## config.mk

```make
export PLATFORM = sky130hd
export DESIGN_NAME = wb_stage
export DESIGN_NICKNAME = d
export VERILOG_FILES = /design/src/rtl/npc_pkg.sv /design/src/rtl/wb_perf_cnt.sv /design/src/rtl/wb_stage.sv
export SDC_FILE = /design/constraint.sdc
export NUM_CORES = 1
export LEC_CHECK = 0
export CAP_MARGIN = 15
export CELL_PAD_IN_SITES_DETAIL_PLACEMENT = 1
export CELL_PAD_IN_SITES_GLOBAL_PLACEMENT = 2
export CORE_MARGIN = 2
export CORE_UTILIZATION = 30
export CTS_BUF_LIST = sky130_fd_sc_hd__clkbuf_4
export DETAILED_ROUTE_END_ITERATION = 7
export DONT_BUFFER_PORTS = 1
export PLACE_DENSITY_LB_ADDON = 0.1
export SETUP_SLACK_MARGIN = 0.2
export SLEW_MARGIN = 20
export SYNTH_ARGS = -nofsm -noshare
export SYNTH_HDL_FRONTEND = slang
export SYNTH_HIERARCHICAL = 1
export SYNTH_SLANG_ARGS = --single-unit
```

## constraint.sdc

```tcl
create_clock -name clock -period 7.8 [get_ports clock]
set_input_delay 0.39 -clock clock [delete_from_list [all_inputs] [get_ports clock]]
set_output_delay 0.39 -clock clock [all_outputs]
set_load 0.05 [all_outputs]
```

## src/rtl/npc_pkg.sv

```systemverilog
// -----------------------------------------------------------------------------
// npc_pkg
// Shared definitions for the NPC core pipeline back end.
//   XLEN          default datapath width
//   REG_A0        architectural index of a0 (x10), carries the exit code
//   wb_state_e    writeback stage control states
//   halt_cause_e  reason the core stopped
//   halt_good_f   helper deciding whether a halt counts as a clean exit
// -----------------------------------------------------------------------------
package npc_pkg;

    localparam int XLEN   = 32;
    localparam int REG_A0 = 10;

    typedef enum logic [1:0] {
        RUN       = 2'd0,
        HALT_PEND = 2'd1,
        HALTED    = 2'd2
    } wb_state_e;

    typedef enum logic [1:0] {
        NONE    = 2'd0,
        EBREAK  = 2'd1,
        ILLEGAL = 2'd2
    } halt_cause_e;

    // A halt is "good" only when ebreak stopped the core with a0 == 0.
    function automatic logic halt_good_f(input halt_cause_e cause, input logic code_is_zero);
        return (cause == EBREAK) && code_is_zero;
    endfunction

endpackage : npc_pkg

```

## src/rtl/wb_perf_cnt.sv

```systemverilog
// -----------------------------------------------------------------------------
// wb_perf_cnt
// Pair of free-running 64-bit performance counters (wrap modulo 2^64).
// Ports:
//   clock          in   rising-edge clock
//   reset          in   asynchronous active-high reset, clears both counters
//   inc_cycle_i    in   count this cycle
//   inc_retire_i   in   count one retired instruction
//   cycle_cnt_o    out  registered cycle count
//   retire_cnt_o   out  registered retire count
// -----------------------------------------------------------------------------
module wb_perf_cnt (
    input  logic        clock,
    input  logic        reset,
    input  logic        inc_cycle_i,
    input  logic        inc_retire_i,
    output logic [63:0] cycle_cnt_o,
    output logic [63:0] retire_cnt_o
);

    logic [63:0] cycle_q;
    logic [63:0] cycle_d;
    logic [63:0] retire_q;
    logic [63:0] retire_d;

    // Next-count computation for both counters.
    always_comb begin
        cycle_d  = cycle_q;
        retire_d = retire_q;
        if (inc_cycle_i) begin
            cycle_d = cycle_q + 64'd1;
        end else begin
            cycle_d = cycle_q;
        end
        if (inc_retire_i) begin
            retire_d = retire_q + 64'd1;
        end else begin
            retire_d = retire_q;
        end
    end

    // Counter registers.
    always_ff @(posedge clock or posedge reset) begin
        if (reset) begin
            cycle_q  <= 64'd0;
            retire_q <= 64'd0;
        end else begin
            cycle_q  <= cycle_d;
            retire_q <= retire_d;
        end
    end

    assign cycle_cnt_o  = cycle_q;
    assign retire_cnt_o = retire_q;

endmodule : wb_perf_cnt

```

## src/rtl/wb_stage.sv

```systemverilog
// -----------------------------------------------------------------------------
// wb_stage
// Writeback stage of the NPC core. Accepts retired instructions from the
// MEM/WB valid/ready channel, drives the register-file write port, detects
// ebreak / illegal termination and publishes a registered halt status plus
// 64-bit cycle and retire counters.
//
// Parameters: XLEN (datapath width), RA_W (register address width)
// Ports:
//   clock, reset                 clock and asynchronous active-high reset
//   io_mem_wb_valid/ready        upstream handshake (ready only in RUN)
//   io_mem_wb_bits_*             pc, rd, wdata, wen, ebreak, illegal
//   rf_wen/rf_waddr/rf_wdata     registered register-file write, 1 cycle late
//   halt/halt_good/halt_code     registered halt status
//   cycle_cnt/retire_cnt         64-bit performance counters
//
// Optional feature, macro WB_COMMIT_TRACE_EN: adds commit_valid, commit_pc,
// commit_rd, commit_wdata and commit_wen, registered like rf_*, pulsing once
// per accepted instruction (ebreak/illegal included).
// -----------------------------------------------------------------------------
module wb_stage #(
    parameter int XLEN = npc_pkg::XLEN,
    parameter int RA_W = 5
) (
    input  logic            clock,
    input  logic            reset,
    input  logic            io_mem_wb_valid,
    output logic            io_mem_wb_ready,
    input  logic [XLEN-1:0] io_mem_wb_bits_pc,
    input  logic [RA_W-1:0] io_mem_wb_bits_rd,
    input  logic [XLEN-1:0] io_mem_wb_bits_wdata,
    input  logic            io_mem_wb_bits_wen,
    input  logic            io_mem_wb_bits_ebreak,
    input  logic            io_mem_wb_bits_illegal,
    output logic            rf_wen,
    output logic [RA_W-1:0] rf_waddr,
    output logic [XLEN-1:0] rf_wdata,
    output logic            halt,
    output logic            halt_good,
    output logic [XLEN-1:0] halt_code,
    output logic [63:0]     cycle_cnt,
    output logic [63:0]     retire_cnt
`ifdef WB_COMMIT_TRACE_EN
    ,
    output logic            commit_valid,
    output logic [XLEN-1:0] commit_pc,
    output logic [RA_W-1:0] commit_rd,
    output logic [XLEN-1:0] commit_wdata,
    output logic            commit_wen
`endif
);

    import npc_pkg::*;

    localparam logic [RA_W-1:0] A0_ADDR = RA_W'(REG_A0);

    wb_state_e       state_q;
    wb_state_e       state_d;
    halt_cause_e     cause_q;
    halt_cause_e     cause_d;
    logic [XLEN-1:0] code_q;
    logic [XLEN-1:0] code_d;
    logic [XLEN-1:0] a0_q;
    logic [XLEN-1:0] a0_d;
    logic            ready_q;
    logic            ready_d;
    logic            rf_wen_q;
    logic            rf_wen_d;
    logic [RA_W-1:0] rf_waddr_q;
    logic [RA_W-1:0] rf_waddr_d;
    logic [XLEN-1:0] rf_wdata_q;
    logic [XLEN-1:0] rf_wdata_d;
    logic            halt_q;
    logic            halt_d;
    logic            halt_good_q;
    logic            halt_good_d;
    logic [XLEN-1:0] halt_code_q;
    logic [XLEN-1:0] halt_code_d;

    logic accept_s;
    logic term_s;
    logic write_s;

    assign accept_s = io_mem_wb_valid && ready_q;
    assign term_s   = accept_s && (io_mem_wb_bits_ebreak || io_mem_wb_bits_illegal);
    // Terminating instructions never write, whatever their wen says; x0 is never written.
    assign write_s  = accept_s && !term_s && io_mem_wb_bits_wen
                      && (io_mem_wb_bits_rd != {RA_W{1'b0}});

    // Control FSM next state, halt cause/code latch and halt status update.
    always_comb begin
        state_d     = state_q;
        cause_d     = cause_q;
        code_d      = code_q;
        halt_d      = halt_q;
        halt_good_d = halt_good_q;
        halt_code_d = halt_code_q;
        case (state_q)
            RUN: begin
                if (term_s) begin
                    state_d = HALT_PEND;
                    // ebreak takes priority when both flags are raised.
                    if (io_mem_wb_bits_ebreak) begin
                        cause_d = EBREAK;
                        code_d  = a0_q;
                    end else begin
                        cause_d = ILLEGAL;
                        code_d  = io_mem_wb_bits_pc;
                    end
                end else begin
                    state_d = RUN;
                end
            end
            HALT_PEND: begin
                state_d     = HALTED;
                halt_d      = 1'b1;
                halt_code_d = code_q;
                halt_good_d = halt_good_f(cause_q, code_q == {XLEN{1'b0}});
            end
            HALTED: begin
                state_d = HALTED;
            end
            default: begin
                state_d = RUN;
            end
        endcase
        ready_d = (state_d == RUN);
    end

    // Register-file write port and a0 shadow next values.
    always_comb begin
        a0_d       = a0_q;
        rf_wen_d   = 1'b0;
        rf_waddr_d = rf_waddr_q;
        rf_wdata_d = rf_wdata_q;
        if (write_s) begin
            rf_wen_d   = 1'b1;
            rf_waddr_d = io_mem_wb_bits_rd;
            rf_wdata_d = io_mem_wb_bits_wdata;
            if (io_mem_wb_bits_rd == A0_ADDR) begin
                a0_d = io_mem_wb_bits_wdata;
            end else begin
                a0_d = a0_q;
            end
        end else begin
            rf_wen_d = 1'b0;
        end
    end

    // Control and status registers.
    always_ff @(posedge clock or posedge reset) begin
        if (reset) begin
            state_q     <= RUN;
            ready_q     <= 1'b1;
            cause_q     <= NONE;
            code_q      <= {XLEN{1'b0}};
            halt_q      <= 1'b0;
            halt_good_q <= 1'b0;
            halt_code_q <= {XLEN{1'b0}};
        end else begin
            state_q     <= state_d;
            ready_q     <= ready_d;
            cause_q     <= cause_d;
            code_q      <= code_d;
            halt_q      <= halt_d;
            halt_good_q <= halt_good_d;
            halt_code_q <= halt_code_d;
        end
    end

    // Write-port and a0 shadow registers.
    always_ff @(posedge clock or posedge reset) begin
        if (reset) begin
            a0_q       <= {XLEN{1'b0}};
            rf_wen_q   <= 1'b0;
            rf_waddr_q <= {RA_W{1'b0}};
            rf_wdata_q <= {XLEN{1'b0}};
        end else begin
            a0_q       <= a0_d;
            rf_wen_q   <= rf_wen_d;
            rf_waddr_q <= rf_waddr_d;
            rf_wdata_q <= rf_wdata_d;
        end
    end

    wb_perf_cnt u_perf_cnt (
        .clock        (clock),
        .reset        (reset),
        .inc_cycle_i  (state_q != HALTED),
        .inc_retire_i (accept_s),
        .cycle_cnt_o  (cycle_cnt),
        .retire_cnt_o (retire_cnt)
    );

    assign io_mem_wb_ready = ready_q;
    assign rf_wen          = rf_wen_q;
    assign rf_waddr        = rf_waddr_q;
    assign rf_wdata        = rf_wdata_q;
    assign halt            = halt_q;
    assign halt_good       = halt_good_q;
    assign halt_code       = halt_code_q;

`ifdef WB_COMMIT_TRACE_EN
    logic            commit_valid_q;
    logic [XLEN-1:0] commit_pc_q;
    logic [RA_W-1:0] commit_rd_q;
    logic [XLEN-1:0] commit_wdata_q;
    logic            commit_wen_q;

    // Commit trace registers; commit_wen reports the write actually performed.
    always_ff @(posedge clock or posedge reset) begin
        if (reset) begin
            commit_valid_q <= 1'b0;
            commit_pc_q    <= {XLEN{1'b0}};
            commit_rd_q    <= {RA_W{1'b0}};
            commit_wdata_q <= {XLEN{1'b0}};
            commit_wen_q   <= 1'b0;
        end else begin
            commit_valid_q <= accept_s;
            if (accept_s) begin
                commit_pc_q    <= io_mem_wb_bits_pc;
                commit_rd_q    <= io_mem_wb_bits_rd;
                commit_wdata_q <= io_mem_wb_bits_wdata;
                commit_wen_q   <= write_s;
            end else begin
                commit_pc_q    <= commit_pc_q;
                commit_rd_q    <= commit_rd_q;
                commit_wdata_q <= commit_wdata_q;
                commit_wen_q   <= commit_wen_q;
            end
        end
    end

    assign commit_valid = commit_valid_q;
    assign commit_pc    = commit_pc_q;
    assign commit_rd    = commit_rd_q;
    assign commit_wdata = commit_wdata_q;
    assign commit_wen   = commit_wen_q;
`endif

endmodule : wb_stage
```

==> reports/summary.txt, run 1 <==
Gr ovfl total -> 0
Power per Cell Area -> 322 nW/µm²
Final GP Congestion -> 0.742
Clock root cell -> clkbuf_4
DR vias -> 8044
Vias per cell -> 4.93
Initial core utilization -> 0.304
Relative slew slack -> 0.366
Core box area -> 38600 µm²
CP max-delay cell -> dfstp_2
Fill cells -> 4130
RSZ-0062 raised after global routing -> false
Post-synthesis cell count -> 934
Worst setup SP type -> register
Max Slew Vio Count -> 0
Max Fclk -> 0.333 GHz
Hold path cells -> 3
Yosys reg bits -> 269
Clk pwr share -> 0.283
First drt pass iteration count -> 6
Worst-path clk slew -> 0.06 ns
# setup viols final -> 0
Max_cap viols -> 0
Worst vdd ir -> 184 µV
Worst EP required -> 8.35 ns
CTS tree -> built
LEAKAGE -> 6.41 nW
Bufs and invs on worst path -> 0
Maximum fanout along the worst path -> 7
Post-route design area -> 13900 µm²
Yosys warning total -> 6
Synth Area per Inst -> 12.6 µm²
Post-DP Area -> 12300 µm²
Largest net degree at the start of global routing -> 73
Cell Rows -> 72
# DRC -> 0
# IOs -> 276
Met2 WL -> 16500 µm
DIE WIDTH -> 202 µm
Worst stage delay on the critical path -> 0.73 ns
Initial antenna violation count -> 1
Crit path from -> io_mem_wb_ready
Kind of critical path -> register to register
CTS H-tree depth -> 3
Fin. Hold Viols -> 0
Seq/Total Area, Yosys -> 0.573
Worst R2R End -> u_perf_cnt/retire_cnt_o[45]
Critical path data arrival time -> 3.56 ns
Layout cells sized above 1 -> 0.225
CTS sink count -> 269
R2R Setup Slk -> 4.80 ns
Hold Path Sink -> code_q[29]
Total Routing Usage GR -> 0.177
Wirelength per Cell -> 21.7 µm
Full die area -> 40700 µm²
DP Wirelength -> 23700 µm
Synth top area share -> 0.571
HP Start -> io_mem_wb_bits_ebreak
Sequential share of power -> 0.593
Detail Route Antenna Nets -> 0
Worst-Skew Late Latency -> 0.72 ns
Worst R2R Path Depth -> 6
Psw -> 1.84 mW
Vias in the first global route -> 8868
Yosys cell types -> 52
Starting DRT DRC Count -> 289
Switching Fraction -> 0.410
CTS buffer count -> 81
Final cycle utilization of the critical path -> 0.385
Post-CTS sizing -> 0
Status -> complete, no violations
PnR Total Power -> 4.48 mW
Post-synth top area cell -> dfrtp_1
Area delta synth->final -> 18.5%
Worst-path cell chain -> and2_1, nand4_1, nor3_2, nand4_1, or4_1, xnor2_1
Internal power contribution -> 2.65 mW
Synthesized Nets -> 1015
CP most frequent cell -> nand4_1
CTS Buffer Depth -> 3
Worst-Margin Slew -> 0.951 ns
Crit. End Element -> register
Clk_skew -> 0.0364 ns
Die Y -> 202 µm
Gate power share -> 0.124
Synth top area cells -> dfrtp_1 57%, mux2_2 8.0%, xor2_1 5.2%
Worst hold path type -> primary input to register
Post-route setup TNS -> 0 ns
Crit path max-delay family -> simple AND/OR/NAND/NOR gates
First-pass GRT wire length -> 55900 µm
Met1 WL -> 15100 µm
Period minus WS final -> 3.00 ns
Reg2reg start -> io_mem_wb_ready
Post-Syn Area -> 11700 µm²
Max layer used -> met4
Layout Nets -> 1145
I/O Buffers -> 0
Met3 wire len -> 3260 µm
Drt total wl -> 35400 µm
[per-layer routing]
| layer | global-route usage | up-vias |
|---|---|---|
| met5 | 0 | - |
| met4 | 0.0612 | 0 |
| met3 | 0.0735 | 42 |
| met2 | 0.278 | 250 |
| met1 | 0.220 | 4091 |
| li1 | - | 3661 |
[worst max path at each step]
stage / end / cells past startpoint
final: u_perf_cnt/retire_cnt_o[45] / 6
after CTS: u_perf_cnt/retire_cnt_o[45] / 6
after global routing: u_perf_cnt/retire_cnt_o[45] / 6
after floorplan: a0_q[0] / 1
after detailed placement: u_perf_cnt/retire_cnt_o[45] / 6
after global placement: u_perf_cnt/cycle_cnt_o[63] / 5
[final cells by class]
class,instances,area [µm²],area share
diodes,2,5.00,0.000360
multi-input cells,610,4740,0.340
flip-flops and latches,269,6730,0.484
clock inverters,17,63.8,0.00458
repair buffers,80,796,0.0572
clock buffers,113,848,0.0609
well taps,518,648,0.0466
inverters,22,90.1,0.00647
[metrics by stage]
stage,cells,setup slack [ns],hold WS (ns),utilization
floorplan,934,3.63,0.442,-
detailed placement,1425,4.79,0.435,0.317
global route,1631,4.58,0.134,0.360
global placement,1425,4.85,0.434,0.317
CTS,1629,4.76,0.0872,0.360
finish,1631,4.80,0.196,0.360
[flip-flops by register name, indices dropped and copies added, names as in the netlist]
| register | cells |
|---|---|
| rf_wdata | 32 |
| halt_code | 32 |
| halt | 1 |
| u_perf_cnt/cycle_cnt_o | 64 |
| cause_q | 2 |
| rf_wen | 1 |
| u_perf_cnt/retire_cnt_o | 64 |
| code_q | 32 |
| io_mem_wb_ready | 1 |
| a0_q | 32 |
| halt_good | 1 |
| state_q | 2 |
| rf_waddr | 5 |
[cells in the mapped netlist, drive strengths merged]
library cell and count:
dfrtp 268, mux2 100, xor2 70, xnor2 56
nand2 54, nor2 54, nand3 50, nand4 44
nor3b 34, nor3 33, a221o 32, nor4 31
inv 22, clkbuf 17, buf 16, and3 10
ha 6, and4 5, or3 5, nor4b 4
or2 4, a22o 3, and2 3, or4b 2
a21o 1, and4bb 1, dfstp 1, nand2b 1
nand4b 1, nor2b 1, o2111ai 1, o21ai 1
o311ai 1, o32ai 1, or4 1
[tightest hold or removal path, stage by stage]
cell and delay [ns]:
buf_12 0.16, nor3b_1 0.19, a221o_1 0.13
[timing repair]
action | CTS | global route
endpoints found under the hold margin | 238 | 0
setup buffers | 0 | 0
hold buffers | 74 | 0
[power by group through the flow]
stage | clock network (mW) | registers, mW | logic [mW]
4_1_cts | 1.35 | 2.67 | 0.573
2_1_floorplan | 0 | 2.57 | 0.432
5_1_grt | 1.43 | 2.71 | 0.621
3_3_place_gp | 0 | 2.69 | 0.515
6_report | 1.27 | 2.66 | 0.556
3_5_place_dp | 0 | 2.70 | 0.528
[cell usage in the layout, fill, tap and decap left out, types with 4 or more instances in the layout]
cell type / count
and4_1: 5
ha_1: 5
nor3b_1: 33
clkinv_1: 14
mux2_4: 16
mux2_2: 83
or3_1: 4
inv_1: 20
dfrtp_1: 268
xor2_1: 70
nor3_1: 28
nand2_1: 54
a221o_1: 32
clkbuf_4: 113
nor4_1: 27
buf_4: 6
dlygate4sd3_1: 73
nor2_1: 54
and3_1: 9
xnor2_1: 56
nor3_2: 5
nand3_1: 50
nand4_1: 40
nor4b_1: 4
[cell families (layout without fill, tap and decap cells)]
logic type / after synthesis / after routing / share of synthesized area
other cells: 0 / 2 / 0
buf+inv: 55 / 232 / 0.0246
xor+xnor: 126 / 126 / 0.0940
flops: 269 / 269 / 0.573
compound gates: 40 / 40 / 0.0348
mux: 100 / 100 / 0.101
simple gates: 338 / 338 / 0.166
fa+ha+maj: 6 / 6 / 0.00639
Power figures use the tool's default switching activity.
==> run 2, diff against run 1 <==
--- a/config.mk
+++ b/config.mk
@@ -5,6 +5,7 @@
 export SDC_FILE = /design/constraint.sdc
 export NUM_CORES = 1
 export LEC_CHECK = 0
+export ABC_AREA = 1
 export CAP_MARGIN = 15
 export CELL_PAD_IN_SITES_DETAIL_PLACEMENT = 1
 export CELL_PAD_IN_SITES_GLOBAL_PLACEMENT = 2
==> constraint.sdc (replaced) <==
create_clock -name clock -period 3.01 [get_ports clock]
set_input_delay 0.1505 -clock clock [delete_from_list [all_inputs] [get_ports clock]]
set_output_delay 0.1505 -clock clock [all_outputs]
set_load 0.05 [all_outputs]
==> run 2 against run 1 <==
Combinational power grew to 3.5 times the previous value; synthesized area rose by 14%; sequential power is 140% higher; sequential cell count did not move.
==> reports/summary.txt, run 2 <==
CTS H-tree depth -> 3
Area delta synth->final -> 24.3%
PnR Total Power -> 12.2 mW
Synth Area in Compound Gates -> 0.0404
# DRC -> 0
Worst-Skew Late Latency -> 0.82 ns
RSZ-0062 raised after global routing -> false
Synth async-reset ratio -> 1.00
Critical path data arrival time -> 3.30 ns
Most common cell in the netlist -> nand2_1
Synth top area share -> 0.499
Max layer used -> met4
Drt total wl -> 48200 µm
Post-route setup TNS -> 0 ns
Layout Nets -> 1998
CTS buffer count -> 85
Seq/Total Area, Yosys -> 0.501
Relative slew slack -> 0.383
Synth top area cells -> dfrtp_1 50%, nand2_1 17%, nor2_1 5.7%
Post-CTS setup buffer count -> 0
Met2 WL -> 23500 µm
Post-synth top area cell -> dfrtp_1
Post-synthesis cell count -> 1698
Crit. End Element -> register
Largest net degree at the start of global routing -> 142
Worst-path cell chain -> dlygate4sd3_1, inv_2, nand3_1, dlygate4sd3_1, nor2_2, dlygate4sd3_1, buf_4, nand4_1, dlygate4sd3_1, nand2_1
Die Y -> 216 µm
Synthesized Nets -> 1779
Synth Area per Inst -> 7.91 µm²
Number of flops mapped to enable cells by yosys -> 0
Final cycle utilization of the critical path -> 0.846
Yosys cell types -> 35
Post-synthesis mux area share -> 0.000745
Worst-Margin Slew -> 0.924 ns
Final GP Congestion -> 0.815
Gr ovfl total -> 0
Period minus WS final -> 2.55 ns
Max Slew Vio Count -> 0
Status -> complete, no violations
LEAKAGE -> 7.68 nW
Initial antenna violation count -> 8
Adder-cell share of the synthesized area -> 0.00559
First-pass GRT wire length -> 75800 µm
CP most frequent cell -> dlygate4sd3_1
CTS tree -> built
Max Fclk -> 0.393 GHz
Cell Rows -> 77
Kind of critical path -> primary input to register
Core box area -> 44200 µm²
Met1 WL -> 20800 µm
Vias in the first global route -> 13099
Initial core utilization -> 0.304
Maximum fanout along the worst path -> 32
Crit path max-delay family -> buffers and inverters
Synth cell count leaders -> 607 x nand2_1, 268 x dfrtp_1, 203 x nor2_1, 149 x inv_1, 86 x o21ai_0
Worst vdd ir -> 469 µV
Yosys reg bits -> 269
Synth Flop Type -> dfrtp_1
# IOs -> 276
DIE WIDTH -> 216 µm
Clock root cell -> clkbuf_4
# setup viols final -> 0
Bufs and invs on worst path -> 6
Worst stage delay on the critical path -> 0.59 ns
Post-Syn Area -> 13400 µm²
Full die area -> 46500 µm²
Simple-gate share of the synthesized area -> 0.333
Worst EP required -> 3.76 ns
DP Wirelength -> 36200 µm
Fill cells -> 5376
Power per Cell Area -> 729 nW/µm²
Post-Synth XOR/XNOR Area -> 0.0574
I/O Buffers -> 0
Yosys warning total -> 6
First drt pass iteration count -> 4
Met3 wire len -> 2990 µm
Starting DRT DRC Count -> 521
CTS sink count -> 269
DR vias -> 11938
Total Routing Usage GR -> 0.211
Layout cells sized above 1 -> 0.134
Clk_skew -> 0.0294 ns
Vias per cell -> 4.66
Worst setup SP type -> primary input
Worst hold path type -> primary input to async pin
CTS Buffer Depth -> 3
Worst-path clk slew -> 0.06 ns
CP max-delay cell -> dlygate4sd3_1
Most frequent cells in the layout -> 607 x nand2_1, 268 x dfrtp_1, 203 x nor2_1, 147 x inv_1, 123 x clkbuf_4
Fin. Hold Viols -> 0
Wirelength per Cell -> 18.8 µm
Detail Route Antenna Nets -> 0
Main combinational cell family by area after synthesis -> simple AND/OR/NAND/NOR gates
Most common cell after layout, fill and taps aside -> nand2_1
Max_cap viols -> 0
## run 2: cell count changes after synthesis, moves of 27 or more
| cell | change |
|---|---|
| nand2_1 | +553 |
| nor4_1 | -27 |
| mux2_2 | -83 |
| inv_1 | +127 |
| nor2_1 | +149 |
| nor3b_1 | -32 |
| o21ai_0 | +85 |
| a221o_1 | -32 |
## run 2: power by group
part / internal [mW] / switching [mW]
logic: 0.677 / 1.29
registers: 4.32 / 2.13
clock network: 2.08 / 1.67
total: 7.08 / 5.09
## run 2: cell type report
cell class              count  area [µm²]  area share
multi-input cells        1228        5870       0.351
repair buffers            173        1680       0.101
well taps                 592         741      0.0444
flip-flops and latches    269        6730       0.403
inverters                 160         611      0.0366
clock buffers             123         923      0.0553
clock inverters             7         115     0.00689
diodes                     12        30.0     0.00180
## run 2: logic make-up (layout without fill, tap and decap cells)
kind of cell | Yosys count | in the layout
buf+inv | 201 | 463
simple gates | 1025 | 1025
other cells | 0 | 12
fa+ha+maj | 6 | 6
mux | 1 | 1
compound gates | 108 | 108
xor+xnor | 88 | 88
flops | 269 | 269
## run 2: metrics by stage
stage | std cells | instance area, µm² | util | hold WS (ns) | worst slack, ns
2_1_floorplan | 1698 | 13400 | - | 0.260 | 1.10
3_3_place_gp | 2302 | 14400 | 0.326 | 0.263 | 0.568
3_5_place_dp | 2302 | 14400 | 0.326 | 0.267 | 0.536
4_1_cts | 2552 | 16700 | 0.377 | 0.00900 | 0.498
5_1_grt | 2564 | 16700 | 0.378 | 0.0192 | 0.342
6_report | 2564 | 16700 | 0.378 | 0.0691 | 0.463
## run 2: layer usage
layer	GRT usage	vias to the layer above
met3	0.0672	72
met1	0.254	5806
met4	0.0644	0
met2	0.359	263
li1	-	5797
met5	0	-
## run 2: repair_timing
| item | in CTS | in global routing |
|---|---|---|
| resized for setup | 0 | 0 |
| setup endpoints to repair | 0 | 0 |
| hold endpoints to repair | 391 | 0 |
| hold buffers | 120 | 0 |
## run 2: final timing paths
kind	from	to	slack (ns)	cells after the start
worst max-delay path	io_mem_wb_bits_rd[4]	a0_q[21]	0.46	10
worst min-delay path	reset	a0_q[24]	0.07	3
worst max register to register	state_q[0]	u_perf_cnt/cycle_cnt_o[49]	0.62	9
worst min register to register	u_perf_cnt/retire_cnt_o[36]	u_perf_cnt/retire_cnt_o[36]	0.48	1
max in group asynchronous	reset	u_perf_cnt/retire_cnt_o[11]	2.22	3
min in group clock	io_mem_wb_bits_wdata[28]	a0_q[28]	0.10	3
## run 2: tightest hold or removal path: cells and delay by family
| family | cells | cell delay [ns] |
|---|---|---|
| buffers and inverters | 3 | 1.23 |
